[config.mk]
export PLATFORM = sky130hd
export DESIGN_NAME = cpu_phase_ctrl
export DESIGN_NICKNAME = d
export VERILOG_FILES = /design/src/rtl/cpu_ctrl_pkg.sv /design/src/rtl/cpu_exec_watchdog.sv /design/src/rtl/cpu_phase_ctrl.sv
export SDC_FILE = /design/constraint.sdc
export NUM_CORES = 1
export LEC_CHECK = 0
export CORE_ASPECT_RATIO = 1.1
export CORE_UTILIZATION = 35
export DETAILED_ROUTE_END_ITERATION = 12
export SYNTH_ARGS = -nofsm -noshare
export SYNTH_HDL_FRONTEND = slang
export SYNTH_HIERARCHICAL = 1
export SYNTH_SLANG_ARGS = --single-unit
export TNS_END_PERCENT = 1
[constraint.sdc]
create_clock -name clk -period 3.6 [get_ports clk]
set_clock_uncertainty 0.1 [all_clocks]
set_input_delay 0.54 -clock clk [delete_from_list [all_inputs] [get_ports clk]]
set_output_delay 0.54 -clock clk [all_outputs]
set_load 0.01 [all_outputs]
[src/rtl/cpu_ctrl_pkg.sv]
// Shared definitions for the CPU phase sequencer: state codes, phase codes,
// register indices and the state-to-phase mapping.
package cpu_ctrl_pkg;

  typedef logic [2:0] state_t;

  localparam state_t ST_IDLE     = 3'd0;
  localparam state_t ST_LD_R0    = 3'd1;
  localparam state_t ST_LD_R1    = 3'd2;
  localparam state_t ST_LD_INST  = 3'd3;
  localparam state_t ST_EX_ISSUE = 3'd4;
  localparam state_t ST_EX_WAIT  = 3'd5;
  localparam state_t ST_OUT_RD   = 3'd6;
  localparam state_t ST_OUT_VLD  = 3'd7;

  localparam logic [1:0] PH_LOAD = 2'b00;
  localparam logic [1:0] PH_EXEC = 2'b01;
  localparam logic [1:0] PH_OUT  = 2'b10;
  localparam logic [1:0] PH_IDLE = 2'b11;

  localparam int OP_A_REG    = 0;
  localparam int OP_B_REG    = 1;
  localparam int RES_REG_DEF = 2;

  function automatic logic [1:0] phase_of(input state_t s);
    case (s)
      ST_LD_R0, ST_LD_R1, ST_LD_INST: phase_of = PH_LOAD;
      ST_EX_ISSUE, ST_EX_WAIT:        phase_of = PH_EXEC;
      ST_OUT_RD, ST_OUT_VLD:          phase_of = PH_OUT;
      default:                        phase_of = PH_IDLE;
    endcase
  endfunction

endpackage

[src/rtl/cpu_exec_watchdog.sv]
// Counts enabled cycles and flags expiry on the EXEC_TO-th one; clear restarts
// the count.
module cpu_exec_watchdog
  import cpu_ctrl_pkg::*;
#(
  parameter int EXEC_TO = 64
) (
  input  logic clk,
  input  logic rst,
  input  logic clear,
  input  logic enable,
  output logic expired
);

  localparam int CW = $clog2(EXEC_TO + 1);
  localparam logic [CW-1:0] LAST = CW'(EXEC_TO - 1);

  logic [CW-1:0] cnt_q, cnt_d;

  assign expired = enable && (cnt_q == LAST);

  always_comb begin
    cnt_d = cnt_q;
    if (clear)                  cnt_d = '0;
    else if (enable && !expired) cnt_d = cnt_q + 1'b1;
  end

  // NOTE: sequential state uses non-blocking (<=) so every flop samples
  // pre-edge values regardless of block ordering.
  always_ff @(posedge clk or negedge rst) begin
    if (!rst) cnt_q <= '0;
    else      cnt_q <= cnt_d;
  end

endmodule

[src/rtl/cpu_phase_ctrl.sv]
// Load/Execute/Output/Idle sequencer for the 8-bit CPU datapath: loads operands
// and program, issues instructions with a start/done handshake, returns result.
module cpu_phase_ctrl
  import cpu_ctrl_pkg::*;
#(
  parameter int DW      = 8,
  parameter int IW      = 8,
  parameter int RAW     = 2,
  parameter int IAW     = 4,
  parameter int RES_REG = RES_REG_DEF,
  parameter int EXEC_TO = 64
) (
  input  logic           clk,
  input  logic           rst,
  input  logic           start,
  input  logic [DW-1:0]  in_1,
  input  logic [DW-1:0]  in_2,
  input  logic [IAW:0]   prog_len,
  input  logic           ld_valid,
  input  logic [IW-1:0]  ld_data,
  output logic           ld_ready,
  output logic           reg_wr_en,
  output logic [RAW-1:0] reg_addr,
  output logic [DW-1:0]  reg_wr_data,
  input  logic [DW-1:0]  reg_rd_data,
  output logic           inst_wr_en,
  output logic [IAW-1:0] inst_addr,
  output logic [IW-1:0]  inst_wr_data,
  output logic           exec_start,
  input  logic           exec_done,
  output logic           res_valid,
  output logic [DW-1:0]  res_data,
  input  logic           res_ready,
  output logic [1:0]     phase,
  output logic           busy,
  output logic           err
);

  localparam logic [IAW:0] MAX_LEN = {1'b1, {IAW{1'b0}}};

  state_t        state_q, state_d;
  logic [DW-1:0] op_a_q, op_a_d, op_b_q, op_b_d, res_q, res_d;
  logic [IAW:0]  len_q, len_d, ld_cnt_q, ld_cnt_d, pc_q, pc_d;
  logic          err_q, err_d;
  logic          wd_expired;

  cpu_exec_watchdog #(.EXEC_TO(EXEC_TO)) u_wd (
    .clk     (clk),
    .rst     (rst),
    .clear   (state_q != ST_EX_WAIT),
    .enable  (state_q == ST_EX_WAIT),
    .expired (wd_expired)
  );

  assign phase    = phase_of(state_q);
  assign busy     = (state_q != ST_IDLE);
  assign res_data = res_q;
  assign err      = err_q;

  // NOTE: every signal assigned below gets a default first, so no path through
  // the case statement can leave one unassigned and infer a latch.
  always_comb begin
    state_d      = state_q;
    op_a_d       = op_a_q;
    op_b_d       = op_b_q;
    res_d        = res_q;
    len_d        = len_q;
    ld_cnt_d     = ld_cnt_q;
    pc_d         = pc_q;
    err_d        = err_q;
    ld_ready     = 1'b0;
    reg_wr_en    = 1'b0;
    reg_addr     = '0;
    reg_wr_data  = '0;
    inst_wr_en   = 1'b0;
    inst_addr    = '0;
    inst_wr_data = '0;
    exec_start   = 1'b0;
    res_valid    = 1'b0;

    case (state_q)
      ST_IDLE: begin
        if (start) begin
          op_a_d   = in_1;
          op_b_d   = in_2;
          len_d    = (prog_len > MAX_LEN) ? MAX_LEN : prog_len;
          ld_cnt_d = '0;
          pc_d     = '0;
          err_d    = 1'b0;
          state_d  = ST_LD_R0;
        end
      end
      ST_LD_R0: begin
        reg_wr_en   = 1'b1;
        reg_addr    = RAW'(OP_A_REG);
        reg_wr_data = op_a_q;
        state_d     = ST_LD_R1;
      end
      ST_LD_R1: begin
        reg_wr_en   = 1'b1;
        reg_addr    = RAW'(OP_B_REG);
        reg_wr_data = op_b_q;
        state_d     = (len_q != '0) ? ST_LD_INST : ST_OUT_RD;
      end
      ST_LD_INST: begin
        ld_ready = 1'b1;
        if (ld_valid) begin
          inst_wr_en   = 1'b1;
          inst_addr    = ld_cnt_q[IAW-1:0];
          inst_wr_data = ld_data;
          ld_cnt_d     = ld_cnt_q + 1'b1;
          if (ld_cnt_q == len_q - 1'b1) begin
            pc_d    = '0;
            state_d = ST_EX_ISSUE;
          end
        end
      end
      ST_EX_ISSUE: begin
        inst_addr  = pc_q[IAW-1:0];
        exec_start = 1'b1;
        state_d    = ST_EX_WAIT;
      end
      ST_EX_WAIT: begin
        inst_addr = pc_q[IAW-1:0];
        // A late exec_done still wins over a watchdog expiry in the same cycle.
        if (exec_done) begin
          if (pc_q == len_q - 1'b1) begin
            state_d = ST_OUT_RD;
          end else begin
            pc_d    = pc_q + 1'b1;
            state_d = ST_EX_ISSUE;
          end
        end else if (wd_expired) begin
          err_d   = 1'b1;
          state_d = ST_IDLE;
        end
      end
      ST_OUT_RD: begin
        reg_addr = RAW'(RES_REG);
        res_d    = reg_rd_data;
        state_d  = ST_OUT_VLD;
      end
      ST_OUT_VLD: begin
        res_valid = 1'b1;
        if (res_ready) state_d = ST_IDLE;
      end
      default: state_d = ST_IDLE;
    endcase
  end

  always_ff @(posedge clk or negedge rst) begin
    if (!rst) begin
      state_q  <= ST_IDLE;
      op_a_q   <= '0;
      op_b_q   <= '0;
      res_q    <= '0;
      len_q    <= '0;
      ld_cnt_q <= '0;
      pc_q     <= '0;
      err_q    <= 1'b0;
    end else begin
      state_q  <= state_d;
      op_a_q   <= op_a_d;
      op_b_q   <= op_b_d;
      res_q    <= res_d;
      len_q    <= len_d;
      ld_cnt_q <= ld_cnt_d;
      pc_q     <= pc_d;
      err_q    <= err_d;
    end
  end

endmodule

# Word level (Yosys, flattened, before mapping)
# Index checks and enable logic that the tools add are counted.
# classes
n_addsub	4
magnitude_cmp	1
eq_ne	20
muxes	37
reduce_logical	19
# ops
op	count
$mux 5	7
$pmux 3 s8	1
$mux 3	7
$mux 8	2
$ne 2x2->1 const B	8
$pmux 8 s2	1
$pmux 5 s3	1
$mux 7	2
$eq 3x3->1 const B	4
$add 5x1->5 const B	2
$eq 5x5->1	2
$pmux 5 s2	1
$mux 1	9
$pmux 4 s2	1
$add 7x1->7 const B	1
$eq 7x6->1 const B	1
$eq 3x2->1 const B	2
$ne 3x3->1 const B	2
$pmux 2 s3	1
$reduce_and 6->1	1
$reduce_bool 2->1	3
$reduce_bool 3->1	2
$reduce_or 2->1	3
$gt 5x5->1 const B	1
other kinds (15)	16
# totals
regBits	50
elab_cells	90

# Logic depth before layout (Yosys ltp)
# Gate-level depths: netlist of the first run.
# logic_depth
word_depth	6
depth_mapped	11

# Cells and area by module
# Netlist of the first run, hierarchy kept.
# modules_own_cells
module	instances	cells_per_inst	area_each_um2	seq_area_each_um2
cpu_phase_ctrl	1	276	2444.8	1076.0
cpu_exec_watchdog	1	39	390.4	175.2

# Least setup slack after synthesis of the first run
# OpenSTA, ideal clock, no wires.
# synth_timing
path_kind	register to output
start	register state_q[2]
end	output inst_addr[3]
arrival_time_ns	1.622
required_ns	2.960
path_slack_ns	1.338
path_stages_with_launch	7
path_buffers	3
path_cell_list	dfrtp_1 > clkbuf_1 > nor2b_1 > and3_1 > clkbuf_1 > clkbuf_1 > a22o_1
# synth_between
elab_chain_cells	3
# synth_lines
item	line	rtl
start, declared	cpu_phase_ctrl.sv:41	state_t state_q, state_d;
start signal, assigned	cpu_phase_ctrl.sv:162	state_q <= state_d;
$eq 3x3->1	cpu_phase_ctrl.sv:81	case (state_q)
$reduce_or 2->1 (no line)	--	
$pmux 4 s2 *	cpu_phase_ctrl.sv:81	
end, declared	cpu_phase_ctrl.sv:27	output logic [IAW-1:0] inst_addr,
# Mark *: on every way between the ends. The rest lies on a longest branch, timed or not.

# Worst setup path after layout of the first run
# layout_timing
start	register state_q[2]
end	output inst_wr_data[1]
# layout_between
elab_chain_cells	2
# layout_lines
item	line	rtl
$eq 3x2->1	cpu_phase_ctrl.sv:81	
$mux 8	cpu_phase_ctrl.sv:81	
end, declared	cpu_phase_ctrl.sv:28	output logic [IW-1:0] inst_wr_data,
# No other way between the ends.

==> results.ini, run 1 <==
[floorplanning]
die_h_um = 96.40
start_util_pct = 36.03
ios = 82
dieArea_um2 = 8465
core_um2 = 7870
fp.dieW_um = 87.82
rows = 34

[yosys]
ys.flop_type = dfrtp_1
synth_nets = 362
yosys_warnings = 6
synthArstFlopShare_pct = 100.0
synth-edff-count = 0
syn-mean-instance-area_um2 = 9.001
yosys-top-cells-area = dfrtp_1 44%, nand2_1 8.3%, mux2_2 4.0%
synth_cells = 315
synth-seq-area-share_pct = 44.13
synth_area_um2 = 2835
ys_ff_latch = 50
yosys.area.top_type_share_pct = 44.13
yosys.area.top_type = dfrtp_1
synthDistinctLibCells = 52

[timing]
period_needed_ps = 3143
tightest_slew_ps = 833.2
max_slew_margin_pct = 44.45
slew_violations = 0
worst_slack_ps = 457.1
max_clock_freq_mhz = 318.2
rsz0062_at_grt = false
hold_violations = 0
period_share_pct = 87.30
setup_tns_ps = 0
setup_violations = 0

[clocking]
cts_resized = 0
clk_latency_ps = 310
clock_tree.buffer_depth = 2
clk_pin_slew_ps = 90
clockRootBuffer = clkbuf_8
cts_buffers = 5
cts.sinks = 50
cts_tree = yes
post_cts_buffers = 0
cts.htree.levels = 2
cts_hold_buf = 0

[global_route]
grt_pass1_vias = 2268
grt_first_pass_wirelength_um = 11090
grt.overflow.total = 0
antenna_found_initial = 0
track_usage_pct = 16.88
grt_max_degree = 38

[cells_and_area]
final_cell_area_um2 = 3846
mostFrequentLayoutCells = 80 x clkdlybuf4s50_1, 63 x nand2_1, 50 x dfrtp_1, 23 x nor2_1, 12 x and2_1
utilization_pct = 48.87
diodes = 0
final_common_cell = clkdlybuf4s50_1
layout-drive-gt1-share_pct = 6.905
final_nets = 437
num-fill-cells = 776
area_delta_synth_final_pct = 35.66

[power]
power_density_nw_per_um2 = 717.9
ir_drop_v = 0.0003365
p_total_w = 0.002761
p_leak_nw = 1.674

[setup_path]
path_cells = nor2b_1 > and3_1 > and2_1 > clkdlybuf4s50_1
cp-start-kind = register
crit_start = state_q[2]
crit_required_ps = 2960
crit_path_end_kind = output port
worst-path-buf-inv = 1
regToRegStartpoint = len_q[0]
cp_max_fo = 19
crit_type = register to output port
crit_slowest_cell = dfrtp_1
critical_path_arrival_ps = 2500
max_stage_delay_ps = 590
crit_family = simple AND/OR/NAND/NOR gates

[placement]
pre_cts_ws_ps = 681.9
dp_hpwl_um = 5014
placed_area_um2 = 3740
place.gp.congestion = 0.7813
io_buffers = 81

[routing]
via_count = 2450
wire_per_inst_um = 13.63
drc = 0
ant_nets = 0
drt_iter0_drc = 132
post_drt_via_cell_ratio = 4.910
dr.pass1.iters = 4
routed_wl_um = 6803

[flow_run]
maxCapViolations = 0

[run_status]
status = finished clean

[min_path]
hold_class = primary input to async pin

[per-layer routing]
layer | track usage, % | wire length [um]
met5 | 0 | 0
met4 | 3.689 | 68
met3 | 3.144 | 301
met2 | 27.39 | 3133
met1 | 23.44 | 3299
[where the power goes]
part | leakage, nW | switching [W] | internal (W) | total, W
Clock | 0.0524 | 0.000197 | 0.000208 | 0.000405
Sequential | 0.646 | 0.000215 | 0.000753 | 0.000968
Combinational | 0.975 | 0.000679 | 0.000709 | 0.00139
[cells by family after synthesis]
| family | after synthesis | synth area share, % |
|---|---|---|
| compound gates | 57 | 14.21 |
| xor+xnor | 16 | 5.428 |
| fa+ha+maj | 4 | 1.765 |
| buf+inv | 30 | 4.325 |
| flops | 50 | 44.13 |
| mux | 12 | 4.722 |
| simple gates | 146 | 25.42 |
[flip-flops by register name, indices dropped and copies added (netlist names)]
register / flops
op_a_q: 8
op_b_q: 8
res_data: 8
u_wd/cnt_q: 7
ld_cnt_q: 5
len_q: 5
pc_q: 5
state_q: 3
err: 1
[cells in the mapped netlist (4+ instances only)]
cell,number
nor3_1,4
dfrtp_1,50
xnor2_1,8
mux2_2,10
a22oi_1,8
ha_1,4
and3_1,4
a211oi_1,4
clkbuf_1,16
nand3b_1,5
nor2_1,23
a22o_1,5
and2_1,12
o21ai_0,10
nor2b_1,5
xor2_1,7
nand2b_1,7
inv_1,10
nand3_1,7
a21oi_1,8
nand2_1,63
nand4_1,6
[final cells by class]
| type | instances | area, um2 | share of cell area, % |
|---|---|---|---|
| inverters | 11 | 41.29 | 1.074 |
| multi-input cells | 235 | 1461 | 38.00 |
| flip-flops and latches | 50 | 1251 | 32.53 |
| well taps | 108 | 135.1 | 3.513 |
| repair buffers | 87 | 850.8 | 22.12 |
| clock inverters | 1 | 30.03 | 0.7807 |
| clock buffers | 7 | 76.32 | 1.984 |
[final timing paths]
check | endpoint | slack (ps) | depth (start not counted)
worst min register to register | op_b_q[1] | 380 | 2
worst min-delay path | op_b_q[7] | 220 | 1
min in group clk | op_b_q[1] | 380 | 2
worst max register to register | pc_q[4] | 1090 | 7
max in group asynchronous | op_b_q[3] | 2460 | 2
worst max-delay path | inst_wr_data[1] | 460 | 4
[per-stage QoR]
stage                     hold slack (ps)  std cells
after floorplan                     144.4        315
after global placement              357.7        491
after detailed placement            364.8        491
after CTS                           261.0        499
after global routing                303.1        499
final                               224.6        499
Note: power is estimated with default switching activity, not from simulation.
==> run 2, diff against run 1 <==
Settings changed: ABC_CLOCK_PERIOD_IN_PS from default to 3600, CORE_UTILIZATION 35 to 51, PLACE_DENSITY from default to 0.85.
==> results.ini, run 2 (synthesized netlist as in run 1, its figures left out) <==
[global_route]
grt_pass1_vias = 2369  ; +4.5%
grt_max_degree = 51  ; +34%
antenna_found_initial = 0  ; unchanged
grt.overflow.total = 0  ; unchanged
grt_first_pass_wirelength_um = 10920  ; -1.6%
track_usage_pct = 23.93  ; +7.1 points

[run_status]
status = finished clean

[routing]
ant_nets = 0  ; unchanged
dr.pass1.iters = 4  ; unchanged
drc = 0  ; unchanged
wire_per_inst_um = 14.09  ; +3.4%
route.met3.wl_um = 255  ; -15%
top_layer = met4
drt_iter0_drc = 178  ; +35%
via_count = 2445  ; -0.20%
routed_wl_um = 6538  ; -3.9%
post_drt_via_cell_ratio = 5.269  ; +7.3%
route.met2.wl_um = 3259  ; +4.0%
wl_met1_um = 2960  ; -10%

[floorplanning]
fp.dieW_um = 73.09  ; -17%
dieArea_um2 = 5862  ; -31%
die_h_um = 80.20  ; -17%
ios = 82  ; unchanged
core_um2 = 5360  ; -32%
rows = 28  ; -18%
start_util_pct = 52.89  ; +17 points

[clocking]
cts_hold_buf = 0  ; unchanged
clk_latency_ps = 300  ; about the same
cts_resized = 0  ; unchanged
cts.htree.levels = 2  ; unchanged
cts.sinks = 50  ; unchanged
clk_pin_slew_ps = 90  ; about the same
clock_tree.buffer_depth = 2  ; unchanged
clockRootBuffer = clkbuf_8
cts_buffers = 5  ; unchanged
post_cts_buffers = 0  ; unchanged
cts_tree = yes

[timing]
period_needed_ps = 3152  ; +8.624 ps
hold_violations = 0  ; unchanged
rsz0062_at_grt = false
setup_tns_ps = 0  ; unchanged
setup_violations = 0  ; unchanged
slew_violations = 0  ; unchanged
max_clock_freq_mhz = 317.3  ; -0.27%
max_slew_margin_pct = 27.89  ; -17 points
tightest_slew_ps = 1082  ; +248.4 ps
period_share_pct = 87.54  ; +0.24 points

[power]
comb_power_share_pct = 52.3  ; +2.0 points
ir_drop_v = 0.0004482  ; +33%
power_density_nw_per_um2 = 711.5  ; -0.89%
internal_power_w = 0.001596  ; -4.4%
power.net_switching_w = 0.001086  ; -0.48%
p_total_w = 0.002682  ; -2.9%
p_clk_share_pct = 12.0  ; -2.7 points
swShare_pct = 40.48  ; +0.97 points
p_seq_share_pct = 35.7  ; +0.6 points
p_leak_nw = 1.657  ; -0.98%

[setup_path]
critical_path_arrival_ps = 2510  ; about the same
cp_max_fo = 19  ; unchanged
rr_worst_depth = 7  ; unchanged
cp-start-kind = register
crit_required_ps = 2960  ; about the same
reg2reg_slack_ps = 1100  ; about the same
crit_path_end_kind = output port
crit_type = register to output port

[cells_and_area]
final_common_cell = clkdlybuf4s50_1
diodes = 0  ; unchanged
final_nets = 435  ; -0.46%
layout-drive-gt1-share_pct = 6.684  ; -0.22 points
mostFrequentLayoutCells = 80 x clkdlybuf4s50_1, 63 x nand2_1, 50 x dfrtp_1, 23 x nor2_1, 12 x and2_1
num-fill-cells = 421  ; -46%
area_delta_synth_final_pct = 32.97

[flow_run]
maxCapViolations = 0  ; unchanged

[placement]
place.gp.congestion = 0.8051  ; +3.0%
dp_hpwl_um = 4817  ; -3.9%
io_buffers = 81  ; unchanged

[min_path]
hold_class = primary input to async pin

run 2: worst paths after layout:
check | startpoint | to
max | state_q[2] | inst_addr[3]
min | rst | op_b_q[6]
max reg2reg | len_q[0] | pc_q[4]
min reg2reg | op_b_q[5] | op_b_q[5]
max in group asynchronous | rst | ld_cnt_q[0]
min in group clk | op_b_q[5] | op_b_q[5]
run 2: power groups by stage:
stage	logic (W)	clock network, W	registers, W
floorplan	0.000911	0	0.000904
global placement	0.00136	0	0.000955
detailed placement	0.00140	0	0.000966
CTS	0.00141	0.000332	0.000955
global route	0.00153	0.000358	0.000990
finish	0.00140	0.000323	0.000957
run 2: cell type report:
type / instances / area (um2) / area share [%]
multi-input combinational: 235 / 1461 / 38.77
clock buffer: 6 / 72.57 / 1.925
inverter: 11 / 41.29 / 1.095
clock inverter: 2 / 13.76 / 0.3651
tap: 75 / 93.84 / 2.489
sequential: 50 / 1251 / 33.19
timing repair buffer: 85 / 835.8 / 22.17
run 2: layer usage:
metal | track usage (%) | up-vias
met5 | 0 | -
met2 | 39.26 | 62
li1 | - | 1230
met1 | 31.99 | 1147
met3 | 4.893 | 6
met4 | 6.275 | 0
run 2: stage by stage:
step                util, %  cells  hold slack (ps)  setup slack [ps]  instance area [um2]
floorplan                 -    315            144.4              1338                 2835
finish                70.33    464            342.3             448.5                 3770
CTS                   70.33    464            381.1             453.9                 3770
detailed placement    68.72    456            362.8             705.7                 3684
global placement      68.72    456            358.6             782.3                 3684
global route          70.33    464            405.9             225.4                 3770
run 2: worst max-delay path, stage by stage, from the launching register on:
cell,delay (ps)
dfrtp_1,600
nor2b_1,330
and3_1,550
a22o_1,210
clkdlybuf4s50_1,530
==> run 3, diff against run 2 <==
==> constraint.sdc (replaced) <==
create_clock -name clk -period 3.6 [get_ports clk]
set_clock_uncertainty 0.1 [all_clocks]
set_input_delay 0.72 -clock clk [delete_from_list [all_inputs] [get_ports clk]]
set_output_delay 0.72 -clock clk [all_outputs]
set_load 0.01 [all_outputs]
==> results.ini, run 3 (synthesized netlist as in run 1, its figures left out) <==
[routing]
ant_nets = 0  ; unchanged
drc = 0  ; unchanged
wire_per_inst_um = 14.77  ; +4.8%
dr.pass1.iters = 4  ; unchanged
routed_wl_um = 6868  ; +5.0%
via_count = 2627  ; +7.4%
drt_iter0_drc = 187  ; +5.1%
post_drt_via_cell_ratio = 5.649  ; +7.2%

[cells_and_area]
final_nets = 436  ; +0.23%
ff_latch_area_um2 = 1251  ; unchanged
multi_input_area_um2 = 1461  ; unchanged
area_delta_synth_final_pct = 33.94
final_common_cell = clkdlybuf4s50_1
num-fill-cells = 413  ; -1.9%
diodes = 0  ; unchanged
mostFrequentLayoutCells = 80 x clkdlybuf4s50_1, 63 x nand2_1, 50 x dfrtp_1, 23 x nor2_1, 12 x and2_1
layout-drive-gt1-share_pct = 6.667  ; -0.017 points

[power]
ir_drop_v = 0.0004198  ; -6.3%
p_leak_nw = 1.669  ; +0.73%
power_density_nw_per_um2 = 729.8  ; +2.6%

[placement]
io_buffers = 81  ; unchanged
place.gp.congestion = 0.7975  ; -0.94%
pre_cts_ws_ps = 360.1  ; -345.7 ps
dp_hpwl_um = 5163  ; +7.2%

[floorplanning]
ios = 82  ; unchanged
fp.dieW_um = 73.09  ; unchanged
rows = 28  ; unchanged
core_um2 = 5360  ; unchanged
start_util_pct = 52.89  ; unchanged
die_h_um = 80.20  ; unchanged
dieArea_um2 = 5862  ; unchanged

[timing]
tightest_slew_ps = 814.2  ; -267.4 ps
setup_tns_ps = 0  ; unchanged
setup_violations = 0  ; unchanged
period_needed_ps = 3311  ; +159.3 ps
rsz0062_at_grt = false
max_clock_freq_mhz = 302.0  ; -4.8%
slew_violations = 0  ; unchanged
hold_violations = 0  ; unchanged
max_slew_margin_pct = 45.61  ; +18 points
worst_slack_ps = 289.2  ; -159.3 ps
period_share_pct = 91.97  ; +4.4 points

[setup_path]
crit_type = register to output port
crit_family = simple AND/OR/NAND/NOR gates
worst-path-buf-inv = 1  ; unchanged
crit_path_end_kind = output port
crit_required_ps = 2780  ; -180 ps
cp_max_fo = 19  ; unchanged
max_stage_delay_ps = 580  ; -20 ps
path_cells = nor2b_1 > and3_1 > a22o_1 > clkdlybuf4s50_1
cp-start-kind = register
crit_slowest_cell = dfrtp_1
critical_path_arrival_ps = 2490  ; -20 ps

[clocking]
clock_tree.buffer_depth = 2  ; unchanged
cts_buffers = 5  ; unchanged
post_cts_buffers = 0  ; unchanged
cts.sinks = 50  ; unchanged
cts_resized = 0  ; unchanged
clk_pin_slew_ps = 90  ; about the same
clk_latency_ps = 300  ; about the same
clockRootBuffer = clkbuf_8
cts_hold_buf = 0  ; unchanged
cts.htree.levels = 2  ; unchanged
cts_tree = yes

[global_route]
grt_first_pass_wirelength_um = 11670  ; +6.9%
antenna_found_initial = 0  ; unchanged
grt_max_degree = 37  ; -27%
track_usage_pct = 25.96  ; +2.0 points
grt_pass1_vias = 2457  ; +3.7%
grt.overflow.total = 0  ; unchanged

[flow_run]
maxCapViolations = 0  ; unchanged

[run_status]
status = finished clean

[min_path]
hold_class = register to register

[run 3: area by class of cell]
type	count	share of cell area (%)
timing repair buffer	86	22.21
inverter	11	1.087
clock buffer	7	2.010
clock inverter	1	0.7908
multi-input combinational	235	38.48
sequential	50	32.95
tap	75	2.471
[run 3: power by group]
group          internal, W  switching [W]  total, W
logic             0.000707       0.000705   0.00141
clock network     0.000208       0.000184  0.000392
registers         0.000753       0.000214  0.000967
total              0.00167        0.00110   0.00277
[run 3: per-stage QoR]
step / util (%) / total power [W] / std cells / area [um2] / hold slack [ps]
2_1_floorplan: - / 0.001815 / 315 / 2835 / 324.4
3_5_place_dp: 68.86 / 0.002375 / 457 / 3691 / 365.1
3_3_place_gp: 68.86 / 0.002318 / 457 / 3691 / 360.0
6_report: 70.85 / 0.002771 / 465 / 3797 / 384.0
5_1_grt: 70.85 / 0.002972 / 465 / 3797 / 408.7
4_1_cts: 70.85 / 0.002776 / 465 / 3797 / 385.9
[run 3: final timing paths]
kind	startpoint	slack, ps	cells after the start	end
min in group asynchronous	rst	400	1	op_b_q[6]
worst max-delay path	state_q[0]	290	4	inst_addr[1]
worst max register to register	state_q[0]	860	9	state_q[2]
worst min-delay path	op_b_q[5]	380	2	op_b_q[5]
max in group asynchronous	rst	2260	2	op_a_q[2]
worst min register to register	op_b_q[5]	380	2	op_b_q[5]
[run 3: tightest hold or removal path, delay by kind of cell, from the launching register on]
family,cells,cell delay (ps)
flops,1,350
simple gates,2,100
[run 3: routing by layer]
| layer | global-route usage, % | wire length, um | vias to the layer above |
|---|---|---|---|
| li1 | - | - | 1232 |
| met1 | 34.20 | 2853 | 1287 |
| met2 | 43.15 | 3531 | 95 |
| met3 | 4.141 | 341 | 13 |
| met4 | 8.824 | 142 | 0 |
| met5 | 0 | 0 | - |
